`src/rtl/csa_pkg.sv`:
```
// Shared constants, stage-record layout and block-index helpers for the pipelined carry-select adder.
package csa_pkg;

  localparam int CSA_WIDTH = 16;
  localparam int CSA_BLK   = 4;

  // Logical content of one pipeline stage; the top stores it in a triangular layout
  // so each stage keeps only the operand bits still to be added.
  typedef struct packed {
    logic                 valid;
    logic                 carry;
    logic [CSA_WIDTH-1:0] psum;
    logic [CSA_WIDTH-1:0] ra;
    logic [CSA_WIDTH-1:0] rb;
  } csa_stage_t;

  function automatic int blk_cnt(input int width, input int blk);
    return width / blk;
  endfunction

  function automatic int blk_lo(input int k, input int blk);
    return k * blk;
  endfunction

  function automatic int rem_w(input int width, input int blk, input int k);
    return width - blk * (k + 1);
  endfunction

endpackage

```
`src/rtl/csa_block.sv`:
```
// One carry-select block: both block sums are precomputed and a 4-bit style mux picks one by sel.
module csa_block
  import csa_pkg::*;
#(
  parameter int BLK = CSA_BLK
) (
  input  logic [BLK-1:0] a,
  input  logic [BLK-1:0] b,
  input  logic           sel,
  output logic [BLK-1:0] s,
  output logic           co
);

  logic [BLK:0] r0, r1;

  assign r0 = {1'b0, a} + {1'b0, b};
  assign r1 = {1'b0, a} + {1'b0, b} + (BLK+1)'(1);

  always_comb begin
    s  = r0[BLK-1:0];
    co = r0[BLK];
    if (sel) begin
      s  = r1[BLK-1:0];
      co = r1[BLK];
    end
  end

endmodule

```
`src/rtl/csa_pipe_adder.sv`:
```
// Pipelined carry-select adder, one BLK-wide block per stage, valid/ready on both sides.
// Optional CSA_OVF_EN adds a registered signed-overflow output aligned with sum.
module csa_pipe_adder
  import csa_pkg::*;
#(
  parameter int WIDTH = CSA_WIDTH,
  parameter int BLK   = CSA_BLK
) (
  input  logic             clk,
  input  logic             rst,
  input  logic             in_valid,
  output logic             in_ready,
  input  logic [WIDTH-1:0] a,
  input  logic [WIDTH-1:0] b,
  input  logic             cin,
  output logic             out_valid,
  input  logic             out_ready,
  output logic [WIDTH-1:0] sum,
  output logic             cout
`ifdef CSA_OVF_EN
  ,
  output logic             ovf
`endif
);

  localparam int NBLK = blk_cnt(WIDTH, BLK);

  logic            adv;
  logic [NBLK-1:0] vld_pipe;
  logic [NBLK-1:0] cy_pipe;

  // Whole pipe moves as one; stalls only when the output holds unconsumed data.
  assign adv       = !vld_pipe[NBLK-1] | out_ready;
  assign in_ready  = adv;
  assign out_valid = vld_pipe[NBLK-1];
  assign cout      = cy_pipe[NBLK-1];

  for (genvar k = 0; k < NBLK; k++) begin : stg
    localparam int PW = blk_lo(k + 1, BLK);

    logic [BLK-1:0] ba, bb, bs;
    logic           sel, bco;
    logic           vld_q, cy_q;
    logic [PW-1:0]  psum_q;

    csa_block #(.BLK(BLK)) u_blk (
      .a   (ba),
      .b   (bb),
      .sel (sel),
      .s   (bs),
      .co  (bco)
    );

    assign vld_pipe[k] = vld_q;
    assign cy_pipe[k]  = cy_q;

    if (k == 0) begin : g_head
      assign ba  = a[BLK-1:0];
      assign bb  = b[BLK-1:0];
      assign sel = cin;

      always_ff @(posedge clk or posedge rst) begin
        if (rst) begin
          vld_q  <= 1'b0;
          cy_q   <= 1'b0;
          psum_q <= '0;
        end else if (adv) begin
          vld_q  <= in_valid;
          cy_q   <= bco;
          psum_q <= bs;
        end
      end
    end else begin : g_body
      assign ba  = stg[k-1].g_rem.ra_q[BLK-1:0];
      assign bb  = stg[k-1].g_rem.rb_q[BLK-1:0];
      assign sel = cy_pipe[k-1];

      always_ff @(posedge clk or posedge rst) begin
        if (rst) begin
          vld_q  <= 1'b0;
          cy_q   <= 1'b0;
          psum_q <= '0;
        end else if (adv) begin
          vld_q  <= vld_pipe[k-1];
          cy_q   <= bco;
          psum_q <= {bs, stg[k-1].psum_q};
        end
      end
    end

    // Operand bits not yet consumed, right-aligned so the next block is always at [BLK-1:0].
    if (k < NBLK - 1) begin : g_rem
      localparam int RW = rem_w(WIDTH, BLK, k);

      logic [RW-1:0] ra_q, rb_q, ra_nx, rb_nx;

      if (k == 0) begin : g_src
        assign ra_nx = a[WIDTH-1:BLK];
        assign rb_nx = b[WIDTH-1:BLK];
      end else begin : g_src
        assign ra_nx = stg[k-1].g_rem.ra_q[RW+BLK-1:BLK];
        assign rb_nx = stg[k-1].g_rem.rb_q[RW+BLK-1:BLK];
      end

      always_ff @(posedge clk or posedge rst) begin
        if (rst) begin
          ra_q <= '0;
          rb_q <= '0;
        end else if (adv) begin
          ra_q <= ra_nx;
          rb_q <= rb_nx;
        end
      end
    end
  end

  assign sum = stg[NBLK-1].psum_q;

`ifdef CSA_OVF_EN
  logic ovf_q, ovf_nx;

  // Carry into the MSB is recovered as a^b^s at that bit, then compared with carry out.
  assign ovf_nx = stg[NBLK-1].ba[BLK-1] ^ stg[NBLK-1].bb[BLK-1]
                ^ stg[NBLK-1].bs[BLK-1] ^ stg[NBLK-1].bco;

  always_ff @(posedge clk or posedge rst) begin
    if (rst)      ovf_q <= 1'b0;
    else if (adv) ovf_q <= ovf_nx;
  end

  assign ovf = ovf_q;
`endif

endmodule

```
`config.mk`:
```
export PLATFORM = sky130hd
export DESIGN_NAME = csa_pipe_adder
export DESIGN_NICKNAME = d
export VERILOG_FILES = /design/src/rtl/csa_pkg.sv /design/src/rtl/csa_block.sv /design/src/rtl/csa_pipe_adder.sv
export SDC_FILE = /design/constraint.sdc
export NUM_CORES = 1
export LEC_CHECK = 0
export CORE_MARGIN = 5
export CORE_UTILIZATION = 35
export CTS_CLUSTER_SIZE = 30
export DETAILED_ROUTE_END_ITERATION = 8
export GPL_ROUTABILITY_DRIVEN = 0
export GPL_TIMING_DRIVEN = 0
export SLEW_MARGIN = 0
export SYNTH_ARGS = -nofsm -noshare
export SYNTH_HDL_FRONTEND = slang
export SYNTH_SLANG_ARGS = --single-unit
```
`constraint.sdc`:
```
create_clock -name clk -period 6.2 [get_ports clk]
set_input_delay 1.24 -clock clk [delete_from_list [all_inputs] [get_ports clk]]
set_output_delay 1.24 -clock clk [all_outputs]
set_load 0.02 [all_outputs]
```
# [Yosys cells after proc, flatten, opt, wreduce, memory -nomap -nowiden]
# Cells that the tools add are included.
[op_classes] mux=8 n_reduce_logical=1 bitwise=1 add_sub_neg=8
[ops] cell="4-bit by 4-bit adder with 5-bit output" count=4
[ops] cell="5-bit by 1-bit adder with 5-bit output (second input constant)" count=4
[ops] cell="4-bit two-way mux" count=4
[ops] cell="1-bit two-way mux" count=4
[ops] cell="1-bit zero test" count=1
[ops] cell="1-bit OR" count=1
[word_totals] ff_bits=96 word_cells=36 out_inout_bits=19 in_bits=37

# [Longest topological paths before layout]
# Gate-level depths: netlist of run 1.
[logic_depth] depth_word=3 ltp_mapped=7 mapped_depth_nobuf=7

# [By module]
# A second synthesis of run 1 with hierarchy kept.
[hier_totals] hier_cells=316 hier_area_um2=4642.0
[by_module_without_submodules] module="csa_pipe_adder" cells_per_inst=205 seq_area_each_um2=2402.3 area_each_um2=3687.3 n_inst=1
[by_module_without_submodules] module="csa_block (stg[1].u_blk ...)" cells_per_inst=26 seq_area_each_um2=0.0 area_each_um2=237.7 n_inst=2
[by_module_without_submodules] module="csa_block (stg[0].u_blk)" cells_per_inst=31 seq_area_each_um2=0.0 area_each_um2=245.2 n_inst=1
[by_module_without_submodules] module="csa_block (stg[3].u_blk)" cells_per_inst=28 seq_area_each_um2=0.0 area_each_um2=234.0 n_inst=1

# [Least setup slack after synthesis of run 1]
# No wires, ideal clock.
[synth_timing] path_type="input to output" from="in out_ready" to="out in_ready" path_slack_ns=3.059 arrival_ns=1.901 required_time_ns=4.960 n_path_buf=2 cell_stages=4 path_cell_list="nor2b_1 buf_2 clkinv_1 clkbuf_1"
[synth_via] elab_chain_len=1
[synth_rtl] item="start, declared" line="csa_pipe_adder.sv:17" rtl="input logic out_ready,"
[synth_rtl] item="1-bit OR" line="csa_pipe_adder.sv:33" rtl="assign adv = !vld_pipe[NBLK-1] | out_ready;"
[synth_rtl] item="end, declared" line="csa_pipe_adder.sv:12" rtl="output logic in_ready,"
# Every way passes these cells.

# [Worst setup path in the final report of run 1]
# Ends and elaborated chain as after synthesis.

==> impl_metrics.py, run 1 <==
metrics = {
    "sta": {
        "setup_viol": 0,
        "hold_viol": 0,
        "rsz0062_at_grt": "no",
        "fin_crit_sh": 0.740,
        "slew_headroom": 0.584,
        "timing.setup.tns_ns": 0,
        "layout_min_cycle_time_ns": 4.59,
        "worstMarginPinSlew_ns": 0.624,
        "worst_slack_ns": 1.61,
        "timing.fmax_mhz": 218,
        "slew_violations": 0,
        "skew_ns": 0.0109,
    },
    "finish": {
        "multiInputGateArea_mm2": 0.00186,
        "drive_gt1_frac": 0.0389,
        "diodes": 0,
        "area_delta_synth_final_pct": 25.1,
        "seq_area_mm2": 0.00240,
        "design_area_mm2": 0.00546,
        "design.final.nets": 622,
        "fillers": 1239,
    },
    "clocking": {
        "clk_path_buf_depth": 2,
        "cts_sinks": 96,
        "cts_inserted_buffers": 9,
        "cts_root_buffer": "clkbuf_16",
        "cts_tree": "yes",
        "path_clk_slew_ns": 0.08,
        "cts-htree-levels": 3,
        "cts_resized": 0,
        "hold_buffers": 0,
        "clk_latency_ns": 0.34,
        "post_cts_buffers": 0,
    },
    "power_and_ir_drop": {
        "p_switching_mw": 1.06,
        "p_int_mw": 1.69,
        "finalPower_mw": 2.74,
        "p_per_area_mw_per_mm2": 502,
        "netSwitchingFraction": 0.385,
        "p_comb_frac": 0.404,
        "clockPowerShare": 0.208,
        "leakage_nw": 2.67,
        "seqPwrFrac": 0.388,
        "ir_drop_v": 0.000156,
    },
    "logic_synthesis": {
        "synth_seq_area_share": 0.550,
        "synth_edf_count": 0,
        "netlist_instances": 494,
        "yosys_register_bits": 96,
        "synth_cell_type_count": 26,
        "synth_flop_cell": "dfrtp_1",
        "syn_nets": 555,
        "synth_async_sr_flop_share": 1.00,
        "synth.cell_area_mm2": 0.00437,
        "ys_warn_count": 0,
        "synth.avg_cell_area_um2": 8.84,
    },
    "global_routing": {
        "grt_pass1_wl_mm": 16.6,
        "grt-ovfl-total": 0,
        "grt_pass1_vias": 3489,
        "track_usage": 0.140,
        "grt_max_degree": 69,
        "antenna_found_initial": 0,
    },
    "die": {
        "core_mm2": 0.0121,
        "boundaryPins": 56,
        "fp-row-count": 40,
        "die_y_um": 122,
        "start_util": 0.361,
        "dieArea_mm2": 0.0148,
        "die_w_um": 122,
    },
    "worst_setup_path": {
        "crit_slowest_cell": "clkdlybuf4s50_1",
        "start_kind": "input port",
        "cp_top_family": "buffers and inverters",
        "critPathBufInv": 5,
        "reg2reg_slack_ns": 3.96,
        "cp.required_ns": 4.96,
        "critical-path-max-stage-delay_ns": 0.73,
        "worst-path-stages": 6,
        "worst-setup-path-type": "input port to output pin",
        "reg2reg_depth": 7,
        "crit_fanout": 10,
        "worstPathCellList": "clkdlybuf4s50_1, nor2b_1, buf_2, clkinv_1, clkbuf_1, clkdlybuf4s50_1",
        "crit_top_cell": "clkdlybuf4s50_1",
        "crit_path_end_kind": "output pin",
        "worstPathArrival_ns": 3.35,
    },
    "placed_design": {
        "place_ws_ns": 1.64,
        "placed_area_mm2": 0.00516,
        "dpl.hpwl_mm": 7.09,
        "portBuffers": 55,
    },
    "drt": {
        "vias_per_cell": 4.64,
        "wl_per_cell_um": 13.1,
        "via_count": 3406,
        "drcViolationCount": 0,
        "finalWirelength_mm": 9.63,
        "first_pass_iters": 4,
        "initialDrtViolationCount": 135,
        "postRouteAntennaNets": 0,
    },
    "min_path": {
        "hold_class": "flop to flop",
        "whs_path_depth": 1,
    },
    "flow_run": {
        "maxCapViolCount": 0,
    },
    "run_status": {
        "status": "finished clean",
    },
}
[cell usage after synthesis, drive strengths merged, types with 4 or more instances]
| master | number | area share |
|---|---|---|
| o21ai | 16 | 0.018 |
| and3 | 4 | 0.0057 |
| nor2 | 4 | 0.0034 |
| nor3 | 8 | 0.0092 |
| inv | 5 | 0.0043 |
| mux2i | 4 | 0.0092 |
| ha | 20 | 0.057 |
| nand2 | 253 | 0.22 |
| a21oi | 16 | 0.018 |
| o31ai | 4 | 0.0069 |
| buf | 10 | 0.0095 |
| clkbuf | 11 | 0.0095 |
| nand3 | 8 | 0.0092 |
| a21o | 4 | 0.0072 |
| xnor2 | 8 | 0.016 |
| dfrtp | 96 | 0.55 |
| or2 | 4 | 0.0057 |
| nor4 | 4 | 0.0057 |
| nand3b | 4 | 0.0069 |
| o31a | 4 | 0.0080 |
| fa | 4 | 0.018 |
[worst paths after layout]
kind / from / to
max in group asynchronous: rst / stg[2].psum_q[5]$_DFFE_PP0P_
worst min-delay path: stg[2].vld_q$_DFFE_PP0P_ / out_valid$_DFFE_PP0P_
min in group asynchronous: rst / out_valid$_DFFE_PP0P_
worst max-delay path: out_ready / in_ready
worst min register to register: stg[2].vld_q$_DFFE_PP0P_ / out_valid$_DFFE_PP0P_
worst max register to register: stg[2].g_rem.rb_q[0]$_DFFE_PP0P_ / cout$_DFFE_PP0P_
[cells in the final DEF (no fill, tap or decap), drive strengths merged]
| master | n |
|---|---|
| inv | 8 |
| nand3b | 4 |
| o21ai | 16 |
| ha | 20 |
| o31a | 4 |
| clkdlybuf4s50 | 55 |
| clkinv | 2 |
| nand2b | 1 |
| buf | 11 |
| mux2i | 4 |
| dfrtp | 96 |
| nor2 | 4 |
| o31ai | 4 |
| nand2 | 253 |
| nor3 | 8 |
| clkinvlp | 2 |
| or2 | 4 |
| bufinv | 1 |
| and3 | 4 |
| xnor2 | 8 |
| fa | 4 |
| nor4 | 4 |
| nand3 | 8 |
| nor2b | 1 |
| a21oi | 16 |
| a21o | 4 |
| clkbuf | 20 |
[stage by stage]
step / hold WS [ns] / cells / util
final: 0.464 / 734 / 0.451
after floorplan: 0.430 / 494 / -
after global placement: 0.445 / 717 / 0.423
after global routing: 0.491 / 734 / 0.451
after detailed placement: 0.450 / 718 / 0.426
after CTS: 0.466 / 734 / 0.451
[layout make-up]
cell class,count,area share
sequential,96,0.440
multi-input combinational,371,0.340
timing repair buffer,56,0.106
clock buffer,9,0.0412
tap,168,0.0385
buffer,21,0.0151
clock inverter,7,0.0144
inverter,6,0.00458
[state kept, by name (all words and copies together) (netlist names)]
signal / count
stg.g_rem.ra_q: 24
stg.g_rem.rb_q: 24
stg.psum_q: 24
sum: 16
stg.cy_q: 3
stg.vld_q: 3
cout: 1
out_valid: 1
[power groups by stage]
stage	Sequential, mW	Clock [mW]	Combinational, mW
6_report	1.06	0.570	1.11
5_1_grt	1.10	0.608	1.27
4_1_cts	1.07	0.579	1.13
3_5_place_dp	1.08	0	1.11
3_3_place_gp	1.07	0	1.09
2_1_floorplan	1.10	0	0.708
[routing by layer]
layer  global-route usage  vias to the layer above  share of wire
met2                0.231                       62           0.48
li1                     -                     1721              -
met3               0.0325                       15          0.044
met4               0.0462                        0          0.023
met1                0.182                     1608           0.46
met5                    0                        -              0
[logic make-up after synthesis]
group | count (synthesis) | synth area share
AO/OA/AOI/OAI | 44 | 0.0587
XOR/XNOR | 8 | 0.0160
adder cells (fa/ha/maj) | 24 | 0.0756
buffers and inverters | 27 | 0.0241
flip-flops | 96 | 0.550
multiplexers | 4 | 0.00917
AND/OR/NAND/NOR | 291 | 0.266
Note: power is estimated with default switching activity, not from simulation.
==> run 2: changes to the inputs <==
==> constraint.sdc (replaced) <==
create_clock -name clk -period 4.45 [get_ports clk]
set_input_delay 0.89 -clock clk [delete_from_list [all_inputs] [get_ports clk]]
set_output_delay 0.89 -clock clk [all_outputs]
set_load 0.02 [all_outputs]
==> results of run 2 <==
Same layout as run 1 (identical final DEF). Status: finished clean.
Among the figures that moved: setup slack after placement 1.64 ns -> 0.589 ns; setup slack after layout 1.61 ns -> 0.560 ns; register-to-register setup slack 3.96 ns -> 2.21 ns; total power 2.74 mW -> 3.82 mW; worst IR drop on VDD 0.000156 V -> 0.000217 V
==> run 3: changes to the inputs <==
--- a/config.mk
+++ b/config.mk
@@ -9,7 +9,7 @@
 export CORE_UTILIZATION = 35
 export CTS_CLUSTER_SIZE = 30
 export DETAILED_ROUTE_END_ITERATION = 8
-export GPL_ROUTABILITY_DRIVEN = 0
+export GPL_ROUTABILITY_DRIVEN = 1
 export GPL_TIMING_DRIVEN = 0
 export SLEW_MARGIN = 0
 export SYNTH_ARGS = -nofsm -noshare
==> results of run 3 <==
Same layout as run 1 (identical final DEF). Status: finished clean.
Among the figures that moved: setup slack after placement 1.64 ns -> 0.589 ns; setup slack after layout 1.61 ns -> 0.560 ns; register-to-register setup slack 3.96 ns -> 2.21 ns; total power 2.74 mW -> 3.82 mW; worst IR drop on VDD 0.000156 V -> 0.000217 V
